==> config.mk <==
export PLATFORM = sky130hd
export DESIGN_NAME = serial_tx_frame
export DESIGN_NICKNAME = d
export VERILOG_FILES = /design/src/rtl/serial_pkg.sv /design/src/rtl/serial_bit_timer.sv /design/src/rtl/serial_tx_frame.sv
export SDC_FILE = /design/constraint.sdc
export NUM_CORES = 1
export LEC_CHECK = 0
export BUFFER_PORTS_ARGS = -buffer_cell sky130_fd_sc_hd__buf_2
export CORE_MARGIN = 8
export CORE_UTILIZATION = 50
export CTS_CLUSTER_DIAMETER = 200
export DETAILED_ROUTE_END_ITERATION = 16
export GPL_TIMING_DRIVEN = 0
export PLACE_DENSITY_LB_ADDON = 0.05
export SLEW_MARGIN = 20
export SYNTH_ARGS = -nofsm -noshare
export SYNTH_HDL_FRONTEND = slang
export SYNTH_SLANG_ARGS = --single-unit
==> constraint.sdc <==
create_clock -name clk -period 1.74 [get_ports clk]
set_input_delay 0.348 -clock clk [delete_from_list [all_inputs] [get_ports clk]]
set_output_delay 0.348 -clock clk [all_outputs]
set_load 0.005 [all_outputs]
==> src/rtl/serial_pkg.sv <==
// rtl/serial_pkg.sv - shared types and helpers for the asynchronous serial blocks
package serial_pkg;

    typedef enum logic [1:0] {
        NONE = 2'd0,
        EVEN = 2'd1,
        ODD  = 2'd2
    } parity_t;

    typedef enum logic [2:0] {
        IDLE,
        START,
        DATA,
        PAR,
        STOP
    } tx_state_t;

    // Wide enough to count up to 9 data bits or 2 stop bits
    localparam int CNT_W = 4;

    // Bit-timer width; never narrower than one bit
    function automatic int timer_width(input int clk_div);
        return (clk_div > 2) ? $clog2(clk_div) : 1;
    endfunction

endpackage

==> src/rtl/serial_bit_timer.sv <==
// rtl/serial_bit_timer.sv - per-bit down-counter flagging the last cycle of a serial bit
module serial_bit_timer
    import serial_pkg::*;
#(
    parameter int CLK_DIV = 16
) (
    input  logic clk,
    input  logic reset,
    input  logic restart,
    output logic bit_end
);

    localparam int TW = timer_width(CLK_DIV);
    localparam logic [TW-1:0] RELOAD = TW'(CLK_DIV - 1);

    logic [TW-1:0] count;

    // Reload at the start of every bit, then count down and rest at zero
    always_ff @(posedge clk or negedge reset) begin
        if (!reset) begin
            count <= '0;
        end else if (restart) begin
            count <= RELOAD;
        end else if (count != '0) begin
            count <= count - 1'b1;
        end
    end

    assign bit_end = (count == '0);

endmodule

==> src/rtl/serial_tx_frame.sv <==
// rtl/serial_tx_frame.sv - parametrised async-serial transmitter with one-word holding buffer
module serial_tx_frame
    import serial_pkg::*;
#(
    parameter int DATA_BITS = 8,
    parameter int CLK_DIV   = 16,
    parameter int PARITY    = 0,
    parameter int STOP_BITS = 1
) (
    input  logic                 clk,
    input  logic                 reset,
    input  logic [DATA_BITS-1:0] tx_data,
    input  logic                 tx_valid,
    output logic                 tx_ready,
    output logic                 serialOut,
    output logic                 busy
);

    if (DATA_BITS < 5 || DATA_BITS > 9 || CLK_DIV < 2 || PARITY < 0 || PARITY > 2 ||
        STOP_BITS < 1 || STOP_BITS > 2) begin : g_bad_params
        $error("serial_tx_frame: illegal parameter combination");
    end

    localparam parity_t PAR_MODE = parity_t'(PARITY);
    localparam logic    PAR_EN   = (PAR_MODE != NONE);

    tx_state_t            state, state_n;
    logic [DATA_BITS-1:0] hold, shifter;
    logic                 hold_full, par_bit;
    logic [CNT_W-1:0]     bit_cnt, bit_cnt_n;
    logic                 bit_end, restart, load, shift, line_n, accept;

    assign accept   = tx_valid && !hold_full;
    assign tx_ready = ~hold_full;
    assign busy     = (state != IDLE) || hold_full;
    // In IDLE the timer restarts only when a frame begins; elsewhere on every bit boundary
    assign restart  = (state == IDLE) ? hold_full : bit_end;

    serial_bit_timer #(
        .CLK_DIV(CLK_DIV)
    ) u_bit_timer (
        .clk    (clk),
        .reset  (reset),
        .restart(restart),
        .bit_end(bit_end)
    );

    // Next state, load/shift strobes and the TxD level for the next cycle
    always_comb begin
        state_n   = state;
        bit_cnt_n = bit_cnt;
        load      = 1'b0;
        shift     = 1'b0;
        line_n    = 1'b1;
        case (state)
            IDLE: begin
                if (hold_full) begin
                    state_n = START;
                    load    = 1'b1;
                end
            end
            START: begin
                if (bit_end) begin
                    state_n   = DATA;
                    bit_cnt_n = '0;
                end
            end
            DATA: begin
                if (bit_end) begin
                    shift = 1'b1;
                    if (bit_cnt == CNT_W'(DATA_BITS - 1)) begin
                        state_n   = PAR_EN ? PAR : STOP;
                        bit_cnt_n = '0;
                    end else begin
                        bit_cnt_n = bit_cnt + 1'b1;
                    end
                end
            end
            PAR: begin
                if (bit_end) begin
                    state_n   = STOP;
                    bit_cnt_n = '0;
                end
            end
            STOP: begin
                if (bit_end) begin
                    if (bit_cnt == CNT_W'(STOP_BITS - 1)) begin
                        bit_cnt_n = '0;
                        // A waiting word starts immediately: no idle gap between frames
                        if (hold_full) begin
                            state_n = START;
                            load    = 1'b1;
                        end else begin
                            state_n = IDLE;
                        end
                    end else begin
                        bit_cnt_n = bit_cnt + 1'b1;
                    end
                end
            end
            default: state_n = IDLE;
        endcase
        case (state_n)
            START:   line_n = 1'b0;
            DATA:    line_n = shift ? shifter[1] : shifter[0];
            PAR:     line_n = par_bit;
            default: line_n = 1'b1;
        endcase
    end

    // Holding buffer: filled by the handshake, emptied when the shifter loads
    always_ff @(posedge clk or negedge reset) begin
        if (!reset) begin
            hold      <= '0;
            hold_full <= 1'b0;
        end else if (accept) begin
            hold      <= tx_data;
            hold_full <= 1'b1;
        end else if (load) begin
            hold_full <= 1'b0;
        end
    end

    // Frame state, shifter, latched parity and the registered TxD line
    always_ff @(posedge clk or negedge reset) begin
        if (!reset) begin
            state     <= IDLE;
            bit_cnt   <= '0;
            shifter   <= '0;
            par_bit   <= 1'b0;
            serialOut <= 1'b1;
        end else begin
            state     <= state_n;
            bit_cnt   <= bit_cnt_n;
            serialOut <= line_n;
            if (load) begin
                shifter <= hold;
                par_bit <= (PAR_MODE == ODD) ? ~^hold : ^hold;
            end else if (shift) begin
                shifter <= shifter >> 1;
            end
        end
    end

endmodule

== After elaboration in Yosys (flattened, before gate mapping) ==
Index checks and enable logic that the tools add are counted.

* $add $sub $neg: 2
* Reduce and logical (&&, ||, !) cells: 15
* Multiplexer cells: 30
* Bitwise gates (word level): 1
* Equality and inequality tests: 11

{| class="wikitable"
|+ Operators by type and width
! operator !! count
|-
| 4-bit two-way mux || 7
|-
| 3-bit two-way mux || 7
|-
| 8-bit two-way mux || 2
|-
| 3-bit case mux with 5 select lines || 1
|-
| 3-bit by 2-bit equality test with 1-bit output (second input constant) || 4
|-
| 4-bit case mux with 3 select lines || 1
|-
| 1-bit two-way mux || 10
|-
| 4-bit zero test || 2
|-
| 8-bit XOR reduction || 1
|-
| 3-bit by 1-bit equality test with 1-bit output (second input constant) || 2
|-
| 2-bit nonzero test || 3
|-
| 3-bit nonzero test || 2
|-
| 4-bit by 1-bit adder with 4-bit output (second input constant) || 1
|-
| 4-bit by 3-bit equality test with 1-bit output (second input constant) || 1
|-
| 2-bit != test (second input constant) || 2
|-
| 4-bit AND reduction || 1
|-
| 4-bit nonzero test || 1
|-
| 4-bit by 1-bit subtractor with 4-bit output (second input constant) || 1
|-
| 3-bit equality test (second input constant) || 1
|-
| 3-bit zero test || 1
|-
| 1-bit case mux with 3 select lines || 1
|-
| 2-bit by 1-bit != test with 1-bit output (second input constant) || 1
|-
| 1-bit case mux with 2 select lines || 1
|-
| 2-bit OR reduction || 1
|-
| other kinds (4) || 4
|}

* Output and inout port bits: 3
* Word-level logic and storage cells: 67
* Bits in registers: 30
* Input bits: 11

== Depth between registers and ports, before layout ==
Gate-level depths: netlist of the first run.

* Word-level depth: 6
* Depth in mapped cells: 7

== By module ==
From an unflattened synthesis of the first run, not the netlist that was laid out.

* Cell total of the unflattened synthesis: 145
* Area, all modules: 1585.3 µm²

{| class="wikitable"
|+ Modules (own cells, without submodules)
! module !! cells an instance !! instances !! area each (µm²) !! sequential area each (µm²)
|-
| serial_tx_frame || 124 || 1 || 1365.1 || 651.9
|-
| serial_bit_timer || 21 || 1 || 220.2 || 100.1
|}

== Worst setup path before layout of the first run ==
Ideal clock, no wire load.

* Kind: flip-flop to flip-flop
* From: register u_bit_timer.count[0]
* To: register bit_cnt[3]
* Setup time: 0.064 ns
* Cell stages (with the launch flop): 7
* Arrival time: 1.791 ns
* Buffers on the path: 0
* Slack: -0.115 ns
* Data required time: 1.676 ns
* Period minus slack after synthesis: 1.855 ns
* Path through: dfrtp_1 inv_1 ha_1 or3b_1 or3_4 a2111oi_2 a211o_1

* Longest elaborated chain between the ends: 3
* Elaborated cells on any way between the ends: 5
* Classes of those cells: eq/ne (3); reduce/logical (2)

{| class="wikitable"
|+ Ends and longest elaborated chain
! item !! RTL line !! RTL
|-
| start, declared || serial_bit_timer.sv:16 || <nowiki>logic [TW-1:0] count;</nowiki>
|-
| start signal, assigned || serial_bit_timer.sv:25 || <nowiki>count <= count - 1'b1;</nowiki>
|-
| 4-bit zero test (*) || serial_bit_timer.sv:29 || <nowiki>assign bit_end = (count == '0);</nowiki>
|-
| 2-bit != test (no source line) / 2-bit by 1-bit != test with 1-bit output (equally long branches) || -- ||
|-
| 4-bit AND reduction (no source line) (*) || -- ||
|-
| end signal, assigned || serial_tx_frame.sv:134 || <nowiki>bit_cnt <= bit_cnt_n;</nowiki>
|-
| end, declared || serial_tx_frame.sv:30 || <nowiki>logic [CNT_W-1:0] bit_cnt, bit_cnt_n;</nowiki>
|}

Mark *: on every way between the ends. The rest lies on a longest branch, timed or not.
A chain may end at the register's enable or synchronous reset.

== Final worst setup path of the first run ==
* From: register u_bit_timer.count[0]
* To: register bit_cnt[0]

Same word-level chain as after synthesis.

==> results.sh, run 1 <==
export IMPL_max_freq_mhz=550
export IMPL_dieArea_um2=5170
export IMPL_maxCapViolCount=0
export IMPL_r2r_end="bit_cnt[0]"
export IMPL_grt_overflow=0
export IMPL_multi_input_comb_area_um2=858
export IMPL_clock_skew_ps=8.64
export IMPL_startpoint_type="flip-flop"
export IMPL_synth_area_leaders="dfrtp_1 (46%), mux2_2 (5.0%), xnor2_1 (3.9%)"
export IMPL_routed_via_density=5.86
export IMPL_setup_viol=5
export IMPL_hold_viol_final=0
export IMPL_crit_fanout=4
export IMPL_num_vias=1260
export IMPL_wire_per_inst_um=15.6
export IMPL_cts_max_path_buffers=2
export IMPL_die_w_um=71.9
export IMPL_met2_length_um=1750
export IMPL_yosysSeqAreaShare_pct=48.1
export IMPL_critPathCaptureType="flip-flop"
export IMPL_grt_max_degree=31
export IMPL_final_common_cell="dfrtp_1"
export IMPL_yosysTopAreaCell="dfrtp_1"
export IMPL_r2r_start="u_bit_timer.count[0]"
export IMPL_nNetsFinal=195
export IMPL_final_cell_mix="dfrtp_1 (28), nand2_1 (13), buf_2 (13)"
export IMPL_antenna_cells=0
export IMPL_postLayoutSetupSlackWorst_ps=-77.3
export IMPL_leakage_nw=0.829
export IMPL_period_share_pct=104
export IMPL_io_pins=14
export IMPL_ir_drop_uv=955
export IMPL_dr_pass1_iters=4
export IMPL_portBuffers=13
export IMPL_place_ws_ps=-274
export IMPL_reg2reg_slack_ps=-80
export IMPL_arrival_ps=2030
export IMPL_hold_worst_slack_ps=45.9
export IMPL_grt_pass1_wl_um=5770
export IMPL_critical_path_required_ps=1950
export IMPL_reg2regPathDepth=5
export IMPL_power_density_nw_per_um2=1640
export IMPL_synth_seq_cells=30
export IMPL_syn_inst=154
export IMPL_num_rows=20
export IMPL_clock_latency_ps=330
export IMPL_ff_latch_area_um2=753
export IMPL_first_global_vias=1331
export IMPL_syn_nets=168
export IMPL_drive_gt1_share_pct=34.1
export IMPL_violations="negative setup slack"
export IMPL_wl_met1_um=1450
export IMPL_grt_total_usage_pct=14.0
export IMPL_tightest_slew_ps=677
export IMPL_yosys_warnings=0
export IMPL_hold_class="input pin to async pin"
export IMPL_synthToLayoutAreaGrowth_pct=22.3
export IMPL_avgSynthCellArea_um2=10.2
export IMPL_clkTransAtPathRegs_ps=100
export IMPL_rsz0062_at_grt="true"
export IMPL_top_layer_used="met4"
export IMPL_cts_tree="done"
export IMPL_relSlewSlack_pct=54.8
export IMPL_synth_top_area_share_pct=46.4
export IMPL_start_util_pct=52.1
export IMPL_slew_violations=0
export IMPL_ant_nets=0
export IMPL_path_class="flip-flop to flip-flop"
export IMPL_cts_sinks=30
export IMPL_antenna_found_initial=0
export IMPL_met3_wirelength_um=118
export IMPL_cts_hold_buffers_added=0
export IMPL_place_congestion=0.758
export IMPL_fillerInstances=272
export IMPL_die_h_um=71.9
export IMPL_cts_htree_levels=2
export IMPL_dp_hpwl_um=2320
export IMPL_min_period_ps=1820
export IMPL_drcViolationCount=0
export IMPL_syn_cell_area_um2=1560
export IMPL_clockRootBuffer="clkbuf_4"
export IMPL_initialDrtViolationCount=76
export IMPL_drt_wl_total_um=3340
export IMPL_fp_coreArea_um2=3000
export IMPL_cts_inserted_buffers=5
export IMPL_synth_distinct_cells=38
export IMPL_outcome="complete, but fails checks"
==> critical path: stages, from the launching register on <==
cell,delay (ps)
dfrtp_1,410
inv_2,80
ha_4,130
or3b_4,380
or3_4,430
mux2_2,270
==> cells in the mapped netlist, drive strengths merged <==
cell type / number
or3b: 1
a211oi: 3
a2111oi: 1
o211ai: 5
o31ai: 3
nor3: 10
a31o: 1
a21oi: 9
mux2: 7
o21ai: 6
nand3: 7
o21a: 3
a31oi: 2
nand2b: 2
dfrtp: 29
o22ai: 1
nand3b: 1
clkbuf: 6
nor4: 1
a211o: 1
inv: 9
ha: 3
nor2b: 3
a22o: 2
dfstp: 1
or2: 2
mux2i: 6
nand2: 14
or3: 2
o2111a: 1
buf: 1
nor2: 1
xnor2: 7
nor3b: 3
==> where the power goes <==
| group | switching [mW] | internal (mW) |
|---|---|---|
| Sequential | 0.251 | 1.00 |
| Combinational | 0.675 | 0.763 |
| Clock | 0.252 | 0.194 |
| Total | 1.18 | 1.96 |
==> layer usage <==
metal	up-vias	GRT usage (%)
li1	610	-
met1	620	14.8
met2	26	25.4
met3	4	4.55
met4	0	4.31
met5	-	0
==> how the worst max path moves through the flow <==
stage	start	slack [ps]	endpoint	cells after the start
6_report	u_bit_timer.count[0]	-80	bit_cnt[0]	5
5_1_grt	u_bit_timer.count[0]	-180	serialOut	7
4_1_cts	u_bit_timer.count[0]	-80	serialOut	7
3_5_place_dp	u_bit_timer.count[0]	-270	serialOut	7
3_3_place_gp	u_bit_timer.count[0]	-200	serialOut	7
2_1_floorplan	u_bit_timer.count[0]	-30	bit_cnt[3]	5
==> layout make-up <==
cell class	count	share of cell area, %
Buffer	5	1.57
Tap cell	33	2.16
Timing Repair Buffer	22	6.93
Inverter	9	1.77
Clock buffer	6	2.68
Clock inverter	2	0.654
Sequential cell	30	39.4
Multi-Input combinational cell	108	44.9
==> flip-flops by register name (all words and copies together) (netlist names) <==
register           cells
hold                   8
serialOut              1
shifter                8
hold_full              1
bit_cnt                4
u_bit_timer.count      4
par_bit                1
state                  3
==> logic make-up (layout without fill, tap and decap cells) <==
family	Yosys count	in the layout	synth area share, %
muxes	13	13	8.88
adders and majority gates	3	3	2.40
buffers and inverters	16	44	3.92
DFF	30	30	48.1
xor gates and xnor gates	7	7	3.92
AOI/OAI and AO/OA	38	38	16.6
and+or+nand+nor	47	47	16.2
==> per-stage QoR <==
step           cells  utilization (%)  TNS (ps)  total power [mW]  instance area (um2)
5_1_grt          215             63.7      -633              3.37                 1910
3_3_place_gp     200             56.4     -1460              2.37                 1690
3_5_place_dp     200             56.4     -2280              2.43                 1690
2_1_floorplan    154                -     -71.7              2.16                 1590
6_report         215             63.7      -271              3.14                 1910
4_1_cts          214             62.0      -299              3.06                 1860
==> what timing repair did <==
action / CTS / global route
resized for setup: 13 / 12
buffers inserted: 6 / 3
endpoints found under the setup margin: 18 / 18
pin swaps: 5 / 2
(Power assumes the default switching activity.)
==> inputs of run 2 (changes only) <==
- MAX_ROUTING_LAYER: default -> met4
==> results.sh, run 2 (synthesis gave the netlist of run 1 again) <==
export IMPL_outcome="complete, but fails checks"
export IMPL_violations="negative setup slack"
export IMPL_critical_path_required_ps=1950
export IMPL_cts_max_path_buffers=2
export IMPL_clockRootBuffer="clkbuf_4"
export IMPL_largestRegisters="hold (8), shifter (8)"
export IMPL_final_cell_mix="dfrtp_1 (28), nand2_1 (13), buf_2 (13)"
export IMPL_grt_max_degree=31
export IMPL_min_period_ps=1820
export IMPL_setup_viol=5
export IMPL_place_ws_ps=-274
export IMPL_cp_cell_sequence="inv_2 > ha_4 > or3b_4 > or3_4 > mux2_2"
export IMPL_hold_class="input pin to async pin"
export IMPL_slowest_stage="or3_4"
export IMPL_setup_tns_ps=-271
export IMPL_drive_gt1_share_pct=34.1
export IMPL_cts_inserted_buffers=5
export IMPL_initialDrtViolationCount=76
export IMPL_ir_drop_uv=955
export IMPL_cts_hold_buffers_added=0
export IMPL_hold_viol_final=0
export IMPL_ff_latch_area_um2=753
export IMPL_clock_skew_ps=8.64
export IMPL_dp_hpwl_um=2320
export IMPL_num_vias=1260
export IMPL_multi_input_comb_area_um2=858
export IMPL_power_density_nw_per_um2=1640
export IMPL_cts_tree="done"
export IMPL_final_cells=215
export IMPL_drt_wl_total_um=3340
export IMPL_cpLargestDelayFamily="simple AND/OR/NAND/NOR gates"
export IMPL_grt_overflow=0
export IMPL_die_w_um=71.9
export IMPL_dr_pass1_iters=4
export IMPL_cpPeakStageDelay_ps=430
export IMPL_drcViolationCount=0
export IMPL_fp_coreArea_um2=3000
export IMPL_utilization_pct=63.7
export IMPL_max_freq_mhz=550
export IMPL_first_global_vias=1331
export IMPL_routed_via_density=5.86
export IMPL_dieArea_um2=5170
export IMPL_crit_buf_inv=1
export IMPL_num_rows=20
export IMPL_path_class="flip-flop to flip-flop"
export IMPL_antenna_cells=0
export IMPL_clock_latency_ps=330
export IMPL_placed_cells=200
export IMPL_portBuffers=13
export IMPL_tightest_slew_ps=677
export IMPL_cts_sinks=30
export IMPL_start_util_pct=52.1
export IMPL_arrival_ps=2030
export IMPL_nNetsFinal=195
export IMPL_critPathCaptureType="flip-flop"
export IMPL_place_congestion=0.767
export IMPL_die_h_um=71.9
export IMPL_grt_total_usage_pct=14.3
export IMPL_maxCapViolCount=0
export IMPL_antenna_found_initial=0
export IMPL_startpoint_type="flip-flop"
export IMPL_grt_pass1_wl_um=5770
export IMPL_period_share_pct=104
export IMPL_clkTransAtPathRegs_ps=100
export IMPL_rsz0062_at_grt="true"
export IMPL_fillerInstances=272
export IMPL_wire_per_inst_um=15.6
export IMPL_postLayoutSetupSlackWorst_ps=-77.3
export IMPL_cts_htree_levels=2
export IMPL_ant_nets=0
export IMPL_crit_fanout=4
export IMPL_final_common_cell="dfrtp_1"
export IMPL_relSlewSlack_pct=54.8
export IMPL_hold_worst_slack_ps=45.9
export IMPL_io_pins=14
export IMPL_leakage_nw=0.829
export IMPL_synthToLayoutAreaGrowth_pct=22.3
export IMPL_slew_violations=0
[run 2: power by group]
| part | switching (mW) | internal [mW] | total, mW |
|---|---|---|---|
| Sequential | 0.251 | 1.00 | 1.25 |
| Combinational | 0.675 | 0.763 | 1.44 |
| Clock | 0.252 | 0.194 | 0.446 |
[run 2: final timing paths]
path | end | slack [ps] | start | depth (start not counted)
min in group clk | hold[7] | 220 | tx_data[7] | 3
min | u_bit_timer.count[1] | 50 | reset | 1
max in group asynchronous | state[1] | 1220 | reset | 1
max reg2reg | bit_cnt[0] | -80 | u_bit_timer.count[0] | 5
max | bit_cnt[0] | -80 | u_bit_timer.count[0] | 5
min reg2reg | serialOut | 530 | par_bit | 2
[run 2: final cells by class]
cell class / instances / area share, %
repair buffers: 22 / 6.93
clock buffers: 6 / 2.68
flip-flops and latches: 30 / 39.4
multi-input cells: 108 / 44.9
plain buffers: 5 / 1.57
inverters: 9 / 1.77
well taps: 33 / 2.16
clock inverters: 2 / 0.654
[run 2: what timing repair did]
action	CTS	global route
endpoints found under the setup margin	18	18
cloned	0	0
buffers inserted	6	3
resized for setup	13	12
pin swaps	5	2
[run 2: layer usage]
metal | up-vias | share of wire, % | global-route usage [%]
met1 | 620 | 44 | 14.9
met2 | 26 | 52 | 25.4
met3 | 4 | 3.3 | 4.41
met5 | - | 0 | -
met4 | 0 | 0.78 | 4.31
li1 | 610 | - | -
[run 2: per-stage QoR]
step | power, mW | area (um2)
global placement | 2.37 | 1690
detailed placement | 2.43 | 1690
global route | 3.37 | 1910
finish | 3.14 | 1910
floorplan | 2.16 | 1590
CTS | 3.06 | 1860
==> inputs of run 3 (changes only) <==
- CELL_PAD_IN_SITES_DETAIL_PLACEMENT: default -> 1
- CELL_PAD_IN_SITES_GLOBAL_PLACEMENT: default -> 1
- CORE_UTILIZATION: 50 -> 41
==> results.sh, run 3 (synthesis gave the netlist of run 1 again) <==
export IMPL_outcome="complete, but fails checks"
export IMPL_violations="negative setup slack"
export IMPL_hold_viol_final=0
export IMPL_crit_buf_inv=2
export IMPL_rsz0062_at_grt="true"
export IMPL_clockRootBuffer="clkbuf_8"
export IMPL_reg2reg_slack_ps=-70
export IMPL_die_h_um=77.8
export IMPL_place_congestion=0.735
export IMPL_portBuffers=13
export IMPL_hold_worst_slack_ps=95.2
export IMPL_io_pins=14
export IMPL_placed_cells=215
export IMPL_antenna_cells=0
export IMPL_reg2regPathDepth=7
export IMPL_cts_hold_buffers_added=0
export IMPL_drive_gt1_share_pct=33.7
export IMPL_largestRegisters="hold (8), shifter (8)"
export IMPL_arrival_ps=2020
export IMPL_grt_total_usage_pct=14.1
export IMPL_tightest_slew_ps=667
export IMPL_power_frac_comb_pct=43.7
export IMPL_start_util_pct=42.7
export IMPL_slew_violations=0
export IMPL_grt_max_degree=31
export IMPL_cp_cell_sequence="inv_2 > ha_4 > or3b_4 > buf_6 > a22o_4 > o2111a_1 > mux2i_1"
export IMPL_num_vias=1282
export IMPL_slowest_stage="dfrtp_1"
export IMPL_ant_nets=0
export IMPL_fp_coreArea_um2=3660
export IMPL_clock_skew_ps=5.75
export IMPL_ir_drop_uv=862
export IMPL_antenna_found_initial=0
export IMPL_pwr_share_seq_pct=38.9
export IMPL_num_rows=22
export IMPL_wire_per_inst_um=16.7
export IMPL_final_common_cell="dfrtp_1"
export IMPL_setup_viol=4
export IMPL_switching_share_pct=37.1
export IMPL_r2r_end="serialOut"
export IMPL_p_int_mw=2.08
export IMPL_period_share_pct=104
export IMPL_critPathCaptureType="flip-flop"
export IMPL_drt_wl_total_um=3820
export IMPL_cts_sinks=30
export IMPL_min_period_ps=1810
export IMPL_hold_class="input pin to async pin"
export IMPL_dp_hpwl_um=2540
export IMPL_die_w_um=77.8
export IMPL_path_depth=7
export IMPL_place_ws_ps=-310
export IMPL_maxCapViolCount=0
export IMPL_cpLargestDelayFamily="compound AO/OA/AOI/OAI gates"
export IMPL_initialDrtViolationCount=62
export IMPL_final_cell_mix="dfrtp_1 (29), nand2_1 (13), buf_2 (13)"
export IMPL_clock_latency_ps=280
export IMPL_dieArea_um2=6050
export IMPL_r2r_start="u_bit_timer.count[1]"
export IMPL_grt_overflow=0
export IMPL_p_clk_share_pct=17.5
export IMPL_cts_max_path_buffers=2
export IMPL_critical_path_required_ps=1950
export IMPL_p_switching_mw=1.22
export IMPL_final_cells=229
export IMPL_cts_inserted_buffers=5
export IMPL_routed_via_density=5.60
export IMPL_dr_pass1_iters=4
export IMPL_crit_start="u_bit_timer.count[1]"
export IMPL_clkTransAtPathRegs_ps=60
export IMPL_startpoint_type="flip-flop"
export IMPL_nNetsFinal=194
export IMPL_leakage_nw=0.846
export IMPL_path_class="flip-flop to flip-flop"
export IMPL_power_density_nw_per_um2=1690
export IMPL_cpPeakStageDelay_ps=390
export IMPL_first_global_vias=1471
export IMPL_synthToLayoutAreaGrowth_pct=25.2
export IMPL_cts_htree_levels=2
export IMPL_postLayoutSetupSlackWorst_ps=-73.5
export IMPL_setup_tns_ps=-202
export IMPL_drcViolationCount=0
export IMPL_setup_worst_path_end="serialOut"
export IMPL_max_freq_mhz=551
export IMPL_crit_fanout=7
export IMPL_cts_tree="done"
export IMPL_grt_pass1_wl_um=6740
export IMPL_relSlewSlack_pct=55.5
[run 3: metrics by stage]
stage               area (um2)  util (%)  power [mW]
finish                    1960      53.5        3.30
global placement          1710      46.8        2.39
detailed placement        1710      46.8        2.46
CTS                       1910      52.3        3.25
floorplan                 1590         -        2.16
global route              1960      53.5        3.55
[run 3: final cells by class]
| type | instances | area (um2) |
|---|---|---|
| fillers | 430 | 1700 |
| multi-input cells | 108 | 863 |
| flip-flops and latches | 30 | 752 |
| repair buffers | 21 | 125 |
| clock buffers | 7 | 86.3 |
| well taps | 48 | 60.1 |
| inverters | 9 | 33.8 |
| plain buffers | 5 | 32.5 |
| clock inverters | 1 | 5.00 |
[run 3: how the worst min path moves through the flow]
stage / end / cells past startpoint / slack, ps
5_1_grt: u_bit_timer.count[3] / 1 / 160
3_5_place_dp: u_bit_timer.count[3] / 1 / 430
6_report: u_bit_timer.count[3] / 1 / 100
3_3_place_gp: u_bit_timer.count[3] / 1 / 430
2_1_floorplan: bit_cnt[0] / 0 / 50
4_1_cts: u_bit_timer.count[3] / 1 / 130
[run 3: routing by layer]
metal,up-vias,track usage [%],share of wire [%]
met5,-,-,0
met1,646,15.0,42
li1,608,-,-
met4,0,6.79,2.3
met3,12,3.34,2.5
met2,16,24.0,53
[run 3: power by group through the flow]
stage	combinational, mW	clock, mW	sequential, mW
2_1_floorplan	0.967	0	1.19
3_3_place_gp	1.14	0	1.25
3_5_place_dp	1.19	0	1.27
4_1_cts	1.38	0.599	1.27
5_1_grt	1.60	0.621	1.33
6_report	1.44	0.576	1.28
[run 3: repair_timing]
item	CTS	global route
gates resized for setup	16	10
gates cloned	0	0
endpoints found under the hold margin	0	0
pin swaps	5	4
setup endpoints to repair	18	17
setup buffers	6	2
